**src/rtl/slot_reel_engine.sv**
```systemverilog
// slot_reel_engine
//   Reel-spin and outcome generator. A play accepted while credit is
//   available spins three reels from a free-running LFSR, freezes them one
//   after another, judges the symbols and pulses result_valid with a win code.
//
// Build option:
//   SLOT_PAIR_WIN_EN  defined   -> exactly two equal symbols score win=01
//                     undefined -> only a triple scores (win=10)
//
// Ports:
//   clk           system clock
//   clear_n       asynchronous active-low reset
//   start         single-cycle play request
//   credit_ok     balance non-zero; sampled only when start is accepted
//   reel0..reel2  current symbol on each reel (3 bits each)
//   win           00 lose, 01 pair, 10 triple; held until the next judgement
//   result_valid  one-cycle pulse, win valid in this cycle
//   busy          high from the cycle after acceptance through result_valid

module slot_reel_engine #(
    parameter int PRESCALE   = 2,
    parameter int SPIN_TICKS = 4,
    parameter int STAGGER    = 2
) (
    input  logic       clk,
    input  logic       clear_n,
    input  logic       start,
    input  logic       credit_ok,
    output logic [2:0] reel0,
    output logic [2:0] reel1,
    output logic [2:0] reel2,
    output logic [1:0] win,
    output logic       result_valid,
    output logic       busy
);

    localparam int TOTAL = SPIN_TICKS + 2 * STAGGER;
    localparam int TW    = $clog2(TOTAL + 1);
    localparam int PW    = (PRESCALE > 1) ? $clog2(PRESCALE) : 1;

    localparam logic [TW-1:0] FREEZE0  = TW'(SPIN_TICKS);
    localparam logic [TW-1:0] FREEZE1  = TW'(SPIN_TICKS + STAGGER);
    localparam logic [TW-1:0] FREEZE2  = TW'(TOTAL);
    localparam logic [PW-1:0] PRE_LAST = PW'(PRESCALE - 1);

    typedef enum logic [1:0] {
        IDLE,
        SPIN,
        JUDGE,
        DONE
    } state_t;

    state_t        state;
    logic [15:0]   lfsr;
    logic [PW-1:0] presc_cnt;
    logic [TW-1:0] tick_cnt;
    logic [TW-1:0] tick_next;
    logic          frz0;
    logic          frz1;
    logic          tick;
    logic          triple;
    logic [1:0]    win_next;

    // Galois LFSR, x^16+x^14+x^13+x^11+1; free-running so the outcome
    // depends on when the player presses start.
    always_ff @(posedge clk or negedge clear_n) begin
        if (!clear_n) begin
            lfsr <= 16'hACE1;
        end else begin
            lfsr <= lfsr[0] ? ((lfsr >> 1) ^ 16'hB400) : (lfsr >> 1);
        end
    end

    always_comb begin
        tick      = (state == SPIN) && (presc_cnt == PRE_LAST);
        tick_next = tick_cnt + 1'b1;
        triple    = (reel0 == reel1) && (reel1 == reel2);
    end

`ifdef SLOT_PAIR_WIN_EN
    logic pair_any;
    always_comb begin
        pair_any = (reel0 == reel1) || (reel1 == reel2) || (reel0 == reel2);
        win_next = triple ? 2'b10 : (pair_any ? 2'b01 : 2'b00);
    end
`else
    always_comb begin
        win_next = triple ? 2'b10 : 2'b00;
    end
`endif

    always_ff @(posedge clk or negedge clear_n) begin
        if (!clear_n) begin
            state        <= IDLE;
            reel0        <= '0;
            reel1        <= '0;
            reel2        <= '0;
            win          <= '0;
            result_valid <= 1'b0;
            busy         <= 1'b0;
            presc_cnt    <= '0;
            tick_cnt     <= '0;
            frz0         <= 1'b0;
            frz1         <= 1'b0;
        end else begin
            result_valid <= 1'b0;
            case (state)
                IDLE: begin
                    presc_cnt <= '0;
                    tick_cnt  <= '0;
                    frz0      <= 1'b0;
                    frz1      <= 1'b0;
                    if (start && credit_ok) begin
                        state <= SPIN;
                        busy  <= 1'b1;
                    end
                end
                SPIN: begin
                    presc_cnt <= tick ? '0 : presc_cnt + 1'b1;
                    if (tick) begin
                        tick_cnt <= tick_next;
                        if (!frz0) reel0 <= lfsr[2:0];
                        if (!frz1) reel1 <= lfsr[5:3];
                        // reel 2 is the last to freeze, which is also the
                        // moment SPIN ends, so it needs no flag of its own
                        reel2 <= lfsr[8:6];
                        if (tick_next == FREEZE0) frz0 <= 1'b1;
                        if (tick_next == FREEZE1) frz1 <= 1'b1;
                        if (tick_next == FREEZE2) state <= JUDGE;
                    end
                end
                JUDGE: begin
                    win          <= win_next;
                    result_valid <= 1'b1;
                    state        <= DONE;
                end
                DONE: begin
                    busy  <= 1'b0;
                    state <= IDLE;
                end
                default: state <= IDLE;
            endcase
        end
    end

endmodule

```
**config.mk**
```make
export PLATFORM = sky130hd
export DESIGN_NAME = slot_reel_engine
export DESIGN_NICKNAME = d
export VERILOG_FILES = /design/src/rtl/slot_reel_engine.sv
export SDC_FILE = /design/constraint.sdc
export NUM_CORES = 1
export LEC_CHECK = 0
export ABC_AREA = 1
export BUFFER_PORTS_ARGS = -buffer_cell sky130_fd_sc_hd__buf_4
export CAP_MARGIN = 20
export CORE_MARGIN = 8
export CORE_UTILIZATION = 30
export CTS_BUF_LIST = sky130_fd_sc_hd__clkbuf_2 sky130_fd_sc_hd__clkbuf_4 sky130_fd_sc_hd__clkbuf_8
export DETAILED_ROUTE_END_ITERATION = 10
export SYNTH_ARGS = -nofsm -noshare
export SYNTH_HDL_FRONTEND = slang
export SYNTH_SLANG_ARGS = --single-unit
export TNS_END_PERCENT = 30
```
**constraint.sdc**
```tcl
create_clock -name clk -period 2.3 [get_ports clk]
set_clock_uncertainty 0.05 [all_clocks]
set_input_delay 0.46 -clock clk [delete_from_list [all_inputs] [get_ports clk]]
set_output_delay 0.46 -clock clk [all_outputs]
set_load 0.05 [all_outputs]
```
==> out/metrics.yaml, run 1 <==
clock_network:
  cts_tree: "built"
  clockBufferDepth: 2
  clock-sinks: 37
  holdBufCountCts: 0
  clk_pin_slew_ps: 70
  root_buffer: "clkbuf_8"
  cts.repair.resized: 0
  insertion_delay_ps: 280
  cts_max_level: 2
  cts_buffers: 5
  post_cts_buffers: 0
timing:
  hold_viol: 0
  fin_tns_setup_ps: 0
  worst_slack_ps: 840
  slew_viol_final: 0
  fin_crit_sh: 0.635
  max_freq_mhz: 685
  rsz0062_at_grt: "false"
  setup_violations: 0
  min_period_ps: 1460
finish:
  diodes: 0
  layout-drive-gt1-share: 0.213
  regArea_um2: 936
  nNetsFinal: 179
  fin_area_um2: 1820
  syn2layout_area_growth_pct: 20.5
  multiInputGateArea_um2: 479
  fillers: 476
floorplan:
  io_pins: 17
  die_h_um: 86.9
  initial_utilization: 0.315
  core_area_um2: 4790
  placementRows: 25
  dieWidth_um: 86.9
  die_area_um2: 7540
synthesis:
  synth_area_um2: 1510
  synth_warnings: 0
  synth.avg_cell_area_um2: 10.2
  yosysTopAreaCell: "dfrtp_1"
  ys_seq_area_frac: 0.621
  yosys.area.top_type_share: 0.482
  postSynth.asyncResetShare: 1.00
  synth_nets: 158
  yosys-top-cells-area: "dfrtp_1, dfstp_2, nand2_1"
  synthCells: 147
  ys_ff_latch: 37
  ys_top_cells_by_count: "nand2_1, dfrtp_1, inv_1"
  ys_types: 19
  ys.flop_type: "dfrtp_1"
  synth_edf_count: 0
  synth.most_common_cell: "nand2_1"
run_status:
  status: "complete, no violations"
min_path:
  worstHoldPathType: "in -> async"
global_routing:
  antenna_found_initial: 0
  grt_start_max_net_pins: 38
  overflow: 0
  grt_pass1_wl_um: 4750
  grt_usage: 0.0823
  grt_pass1_vias: 1050
placed_design:
  dp_slack_ps: 849
  place.gp.congestion: 0.710
  place_area_um2: 1700
  io_buffers: 15
  hpwl_um: 1930
critical_path:
  critPathMaxStageDelay_ps: 410
  worstPathCellList: "inv_1, ha_1, nand2_4, inv_6, nand2_4, mux2_4"
  worstPathArrival_ps: 1580
  critPathRequiredTime_ps: 2420
  cp_slowest_cell: "dfrtp_1"
  critPathKind: "reg -> reg"
  crit_fanout: 8
  crit_top_cell: "nand2_4"
  start_kind: "flop"
  endpoint_kind: "flop"
drt:
  vias: 1006
  vias_per_cell: 4.26
  dr.first_iter.drc_count: 55
  dr.pass1.iters: 4
  ant_nets: 0
  postRouteWirelength_um: 2630
  route.detailed.drc: 0
  wl_per_cell_um: 11.1
pwr:
  vdd_drop_max_uv: 378
  power.leakage_nw: 0.947
  p_per_area_nw_per_um2: 1260
job:
  drv_cap: 0
power breakdown:
group / internal (W) / switching (W)
combinational: 0.000258 / 0.000588
clock: 0.000352 / 0.000215
sequential: 0.000773 / 0.000108
total: 0.00138 / 0.000911
stage by stage:
stage / utilization / hold slack [ps] / instances / total power, W
after floorplan: - / 114 / 147 / 0.00150
after global placement: 0.354 / 282 / 228 / 0.00174
after detailed placement: 0.354 / 294 / 228 / 0.00175
after CTS: 0.379 / 75.7 / 236 / 0.00233
after global routing: 0.379 / 104 / 236 / 0.00247
final: 0.379 / 68.1 / 236 / 0.00229
critical path, delay by kind of cell (launching register included):
kind	cells	cell delay (ps)
adders and majority gates	1	230
muxes	1	290
and+or+nand+nor	2	180
buffers and inverters	2	190
DFF	1	410
registers in the layout (all words and copies together) (netlist names), 2 cells and up:
name and count:
tick_cnt 4, reel0 3, reel1 3, state 2, reel2 3, lfsr 16
per-layer routing:
| layer | global-route usage | vias to the layer above | wire length, um |
|---|---|---|---|
| li1 | - | 503 | - |
| met1 | 0.0877 | 478 | 1210 |
| met2 | 0.132 | 21 | 1170 |
| met3 | 0.0406 | 4 | 198 |
| met4 | 0.0423 | 0 | 51 |
| met5 | 0 | - | 0 |
cell usage in the layout, fill, tap and decap left out:
cell type / n
nand2_1: 34
dfrtp_1: 29
inv_1: 19
buf_4: 15
nor2_1: 12
a21oi_1: 9
nand3_1: 8
dfstp_2: 8
ha_1: 7
clkbuf_8: 6
o21ai_0: 4
xor2_1: 3
nand4_1: 3
o22ai_1: 3
nand2_4: 2
inv_6: 1
inv_2: 1
mux2_4: 1
a2bb2oi_1: 1
conb_1: 1
clkinvlp_4: 1
bufinv_16: 1
final timing paths:
check,from,to,slack (ps),cells after the start
worst max-delay path,state[1]$_DFFE_PN0P_,reel0[2]$_DFFE_PN0P_,840,6
worst min-delay path,clear_n,reel2[1]$_DFFE_PN0P_,70,1
worst max register to register,state[1]$_DFFE_PN0P_,reel0[2]$_DFFE_PN0P_,840,6
min in group clk,lfsr[9]$_DFF_PN0_,lfsr[8]$_DFF_PN0_,300,0
max in group asynchronous,clear_n,lfsr[15]$_DFF_PN1_,1780,1
worst min register to register,lfsr[9]$_DFF_PN0_,lfsr[8]$_DFF_PN0_,300,0
cell type report:
type / count / area share
flip-flops and latches: 37 / 0.516
multi-input cells: 88 / 0.264
repair buffers: 15 / 0.0620
inverters: 21 / 0.0462
well taps: 67 / 0.0462
clock buffers: 6 / 0.0455
clock inverters: 2 / 0.0207
logic make-up after synthesis:
family,count (synthesis),share of synthesized area
fa+ha+maj,7,0.0581
compound gates,17,0.0615
xor+xnor,3,0.0174
simple gates,59,0.169
buf+inv,22,0.0606
mux,1,0.00996
flops,37,0.621
other cells,1,0.00249
Power figures use the tool's default switching activity.
==> inputs of run 2 (changes only) <==
==> constraint.sdc (replaced) <==
create_clock -name clk -period 1.3 [get_ports clk]
set_clock_uncertainty 0.05 [all_clocks]
set_input_delay 0.26 -clock clk [delete_from_list [all_inputs] [get_ports clk]]
set_output_delay 0.26 -clock clk [all_outputs]
set_load 0.05 [all_outputs]
==> out/metrics.yaml, run 2 (synthesis results as in run 1) <==
drt:
  route.detailed.drc: 0
  ant_nets: 0
  wl_per_cell_um: 11.9
  vias_per_cell: 4.22
  postRouteWirelength_um: 3010
  dr.pass1.iters: 2
  vias: 1072
  dr.first_iter.drc_count: 14
job:
  drv_cap: 0
global_routing:
  grt_usage: 0.0863
  overflow: 0
  grt_pass1_vias: 1099
  antenna_found_initial: 0
  grt_pass1_wl_um: 5030
  grt_start_max_net_pins: 38
critical_path:
  start_kind: "flop"
  worstPathArrival_ps: 1470
  endpoint_kind: "flop"
  cp.buffers_inverters: 2
  critPathRequiredTime_ps: 1430
  crit_family: "flip-flops"
  crit_fanout: 5
  r2r_start: "state[1]$_DFFE_PN0P_"
  cp_slowest_cell: "dfrtp_1"
  critPathMaxStageDelay_ps: 390
  critPathKind: "reg -> reg"
  setup.worst_path.start: "state[1]$_DFFE_PN0P_"
  reg2reg_depth: 6
  path_depth: 6
  worstPathCellList: "inv_2, ha_4, nand2_8, inv_8, nand2_4, mux2_4"
finish:
  layout-drive-gt1-share: 0.422
  largest_register_ffs: 16
  diodes: 0
  syn2layout_area_growth_pct: 34.7
  nNetsFinal: 197
  final_cell_mix: "buf_4, dfrtp_1, nand2_1"
  final_common_cell: "buf_4"
  fin_area_um2: 2030
  reg_top3: "lfsr x16, tick_cnt x4"
  top_register: "lfsr"
timing:
  worst_slack_ps: -44.5
  slew_viol_final: 0
  fin_crit_sh: 1.03
  setup_violations: 3
  min_period_ps: 1340
  rsz0062_at_grt: "true"
  max_freq_mhz: 744
  hold_viol: 0
placed_design:
  place.gp.congestion: 0.754
  dp_slack_ps: -94.9
  io_buffers: 15
  hpwl_um: 1980
  place_area_um2: 1770
run_status:
  violations: "negative setup slack"
  status: "finished with violations"
clock_network:
  cts_tree: "built"
  clk_pin_slew_ps: 70
  clockBufferDepth: 2
  insertion_delay_ps: 280
  cts_buffers: 5
  clock-sinks: 37
  cts_max_level: 2
  root_buffer: "clkbuf_8"
floorplan:
  die_area_um2: 7540
  placementRows: 25
  initial_utilization: 0.315
  dieWidth_um: 86.9
  io_pins: 17
  core_area_um2: 4790
  die_h_um: 86.9
pwr:
  power.leakage_nw: 1.02
  sw_frac_of_total: 0.416
  pwr-share-comb: 0.466
  power_w: 0.00447
  seqPwrFrac: 0.347
  vdd_drop_max_uv: 703
  power_switching_w: 0.00186
  intPower_w: 0.00261
  clkPwrFrac: 0.186
  p_per_area_nw_per_um2: 2200
min_path:
  min_from: "lfsr[9]$_DFF_PN0_"
  hold_depth: 0
  worstHoldPathType: "reg -> reg"
## run 2: cell count changes in the layout (fill, tap and decap cells not counted), sizes merged
cell	delta
buf	+17
dlygate4sd3	+1
bufinv	-1
clkinvlp	-1
clkinv	+2
## run 2: power groups by stage
stage | Combinational, W | Sequential, W | Clock (W)
floorplan | 0.000694 | 0.00200 | 0
global placement | 0.00169 | 0.00156 | 0
detailed placement | 0.00172 | 0.00157 | 0
CTS | 0.00183 | 0.00154 | 0.000868
global route | 0.00230 | 0.00158 | 0.000903
finish | 0.00208 | 0.00155 | 0.000833
## run 2: per-layer routing
layer	GRT usage	vias up	routed length, um
met5	0	-	0
met4	0.0423	0	39
met3	0.0340	6	190
met2	0.133	22	1470
met1	0.102	506	1310
li1	-	538	-
## run 2: layout make-up
cell class | count | area (um2)
Clock buffer | 6 | 82.6
Inverter | 21 | 86.3
Timing Repair Buffer | 33 | 254
Sequential cell | 37 | 938
Fill cell | 446 | 2760
Clock inverter | 2 | 13.8
Multi-Input combinational cell | 88 | 571
Tap cell | 67 | 83.8
## run 2: through the flow
step | instances | hold slack, ps | TNS, ps | utilization
final | 254 | 302 | -76.1 | 0.424
after floorplan | 147 | -85.6 | 0 | -
after CTS | 248 | 307 | 0 | 0.398
after global placement | 236 | 195 | -22.1 | 0.369
after detailed placement | 236 | 199 | -184 | 0.369
after global routing | 254 | 310 | -727 | 0.424
## run 2: worst reg2reg max path, delay by kind of cell (launching register included)
family / cells / cell delay (ps)
flip-flops: 1 / 390
multiplexers: 1 / 290
buffers and inverters: 2 / 190
adder cells (fa/ha/maj): 1 / 190
AND/OR/NAND/NOR: 2 / 130
## run 2: path summary, 6_finish.rpt
check / to / slack [ps]
worst max-delay path: reel0[2]$_DFFE_PN0P_ / -40
worst min-delay path: lfsr[8]$_DFF_PN0_ / 300
worst max register to register: reel0[2]$_DFFE_PN0P_ / -40
worst min register to register: lfsr[8]$_DFF_PN0_ / 300
max in group asynchronous: tick_cnt[0]$_DFFE_PN0P_ / 420
min in group asynchronous: state[1]$_DFFE_PN0P_ / 420
## run 2: timing repair
item	4_1_cts	5_1_grt
setup endpoints to repair	8	15
setup buffers	3	6
resized for setup	6	25
pin swaps	1	9
hold buffers	1	0
hold endpoints to repair	29	0
==> inputs of run 3 (changes only) <==
--- a/config.mk
+++ b/config.mk
@@ -12,6 +12,7 @@
 export CORE_UTILIZATION = 30
 export CTS_BUF_LIST = sky130_fd_sc_hd__clkbuf_2 sky130_fd_sc_hd__clkbuf_4 sky130_fd_sc_hd__clkbuf_8
 export DETAILED_ROUTE_END_ITERATION = 10
+export PLACE_DENSITY = 0.45
 export SYNTH_ARGS = -nofsm -noshare
 export SYNTH_HDL_FRONTEND = slang
 export SYNTH_SLANG_ARGS = --single-unit
==> out/metrics.yaml, run 3 (synthesis results as in run 1) <==
run_status:
  status: "finished with violations"
  violations: "negative setup slack"
finish:
  finalCoreUtilization: 0.411
  final_common_cell: "nand2_1"
  largest_register_ffs: 16
  reg_top3: "lfsr x16, tick_cnt x4"
  diodes: 0
  top_register: "lfsr"
  nNetsFinal: 191
  stdcell_count: 248
  syn2layout_area_growth_pct: 30.6
  layout-drive-gt1-share: 0.359
  fin_area_um2: 1970
  fillers: 468
  final_cell_mix: "nand2_1, dfrtp_1, buf_4"
placed_design:
  place.gp.congestion: 0.773
  dp_slack_ps: -67.5
  hpwl_um: 2060
  dpl.cell_count: 238
  place_area_um2: 1780
  io_buffers: 15
critical_path:
  start_kind: "flop"
  cp.buffers_inverters: 2
  cp_slowest_cell: "dfrtp_1"
  r2r_setup_slack_ps: -40
  worstPathCellList: "inv_2, ha_4, nand2_8, inv_6, nand2_4, mux2_4"
  worstPathArrival_ps: 1470
  r2r_start: "state[1]$_DFFE_PN0P_"
  crit_fanout: 5
  reg2reg_to: "reel0[2]$_DFFE_PN0P_"
  reg2reg_depth: 6
  crit_family: "flip-flops"
  endpoint_kind: "flop"
  critPathMaxStageDelay_ps: 400
  critPathRequiredTime_ps: 1430
  critPathKind: "reg -> reg"
clock_network:
  clk_pin_slew_ps: 80
  insertion_delay_ps: 280
  root_buffer: "clkbuf_8"
  cts_max_level: 2
  clock-sinks: 37
  cts_tree: "built"
  clockBufferDepth: 2
  cts_buffers: 5
floorplan:
  core_area_um2: 4790
  die_h_um: 86.9
  placementRows: 25
  die_area_um2: 7540
  initial_utilization: 0.315
  io_pins: 17
  dieWidth_um: 86.9
pwr:
  vdd_drop_max_uv: 766
  power.leakage_nw: 0.985
  p_per_area_nw_per_um2: 2210
drt:
  route.detailed.drc: 0
  dr.pass1.iters: 4
  wl_per_cell_um: 11.6
  dr.first_iter.drc_count: 31
  ant_nets: 0
  postRouteWirelength_um: 2890
  vias: 1070
  vias_per_cell: 4.31
global_routing:
  grt_usage: 0.0825
  grt_start_max_net_pins: 38
  grt_pass1_vias: 1045
  grt_pass1_wl_um: 4790
  overflow: 0
  antenna_found_initial: 0
timing:
  fin_crit_sh: 1.03
  slew_viol_final: 0
  setup_violations: 3
  hold_viol: 0
  min_period_ps: 1340
  rsz0062_at_grt: "true"
  worst_slack_ps: -41.7
  timing.hold.ws_ps: 300
  max_freq_mhz: 745
min_path:
  hold_depth: 0
  min_from: "lfsr[9]$_DFF_PN0_"
  whs_endpoint: "lfsr[8]$_DFF_PN0_"
  worstHoldPathType: "reg -> reg"
job:
  drv_cap: 0
## run 3: cell types whose count changed in the layout (fill, tap and decap cells not counted), moves of 2 or more
cell / change
buf_4: -5
nand2_1: +5
nand2_2: -7
nand2_4: +2
nand3_1: +2
nand3_2: -2
nor2_1: -2
nor2_2: +2
## run 3: what timing repair did
item | CTS | global route
pin swaps | 1 | 5
setup endpoints to repair | 5 | 16
hold endpoints to repair | 29 | 0
gates resized for setup | 8 | 14
buffers inserted | 0 | 1
hold buffers | 1 | 0
## run 3: worst max-delay path by stage
| stage | start | endpoint | cells past startpoint |
|---|---|---|---|
| 6_report | state[1]$_DFFE_PN0P_ | reel0[2]$_DFFE_PN0P_ | 6 |
| 5_1_grt | state[0]$_DFFE_PN0P_ | state[1]$_DFFE_PN0P_ | 9 |
| 4_1_cts | state[1]$_DFFE_PN0P_ | reel0[2]$_DFFE_PN0P_ | 6 |
| 3_5_place_dp | state[0]$_DFFE_PN0P_ | state[1]$_DFFE_PN0P_ | 9 |
| 3_3_place_gp | state[0]$_DFFE_PN0P_ | state[1]$_DFFE_PN0P_ | 9 |
| 2_1_floorplan | state[1]$_DFFE_PN0P_ | reel0[2]$_DFFE_PN0P_ | 6 |
## run 3: routing by layer
layer  track usage  part of all wire  vias up
met5             0                 0        -
met4        0.0376             0.015        0
met3        0.0349             0.054        5
met2         0.123              0.44       17
met1         0.101              0.49      523
li1              -                 -      525
## run 3: layout make-up
type                    instances  area [um2]  area share
flip-flops and latches         37         937       0.476
multi-input cells              88         559       0.284
repair buffers                 27         205       0.104
clock buffers                   7        90.1      0.0458
inverters                      21        83.8      0.0426
well taps                      67        83.8      0.0426
clock inverters                 1        7.51     0.00382
## run 3: worst register-to-register path, cell delays in order (launching register included)
cell	delay (ps)
dfrtp_1	400
inv_2	110
ha_4	180
nand2_8	70
inv_6	70
nand2_4	50
mux2_4	290
## run 3: per-stage QoR
stage / total power (W) / setup TNS (ps)
after floorplan: 0.00269 / 0
after global placement: 0.00331 / 0
after detailed placement: 0.00334 / -136
after CTS: 0.00429 / -108
after global routing: 0.00465 / -562
final: 0.00435 / -67.1
## run 3: power breakdown
group	switching, W	internal, W
clock	0.000398	0.000452
sequential	0.000177	0.00137
combinational	0.00122	0.000728
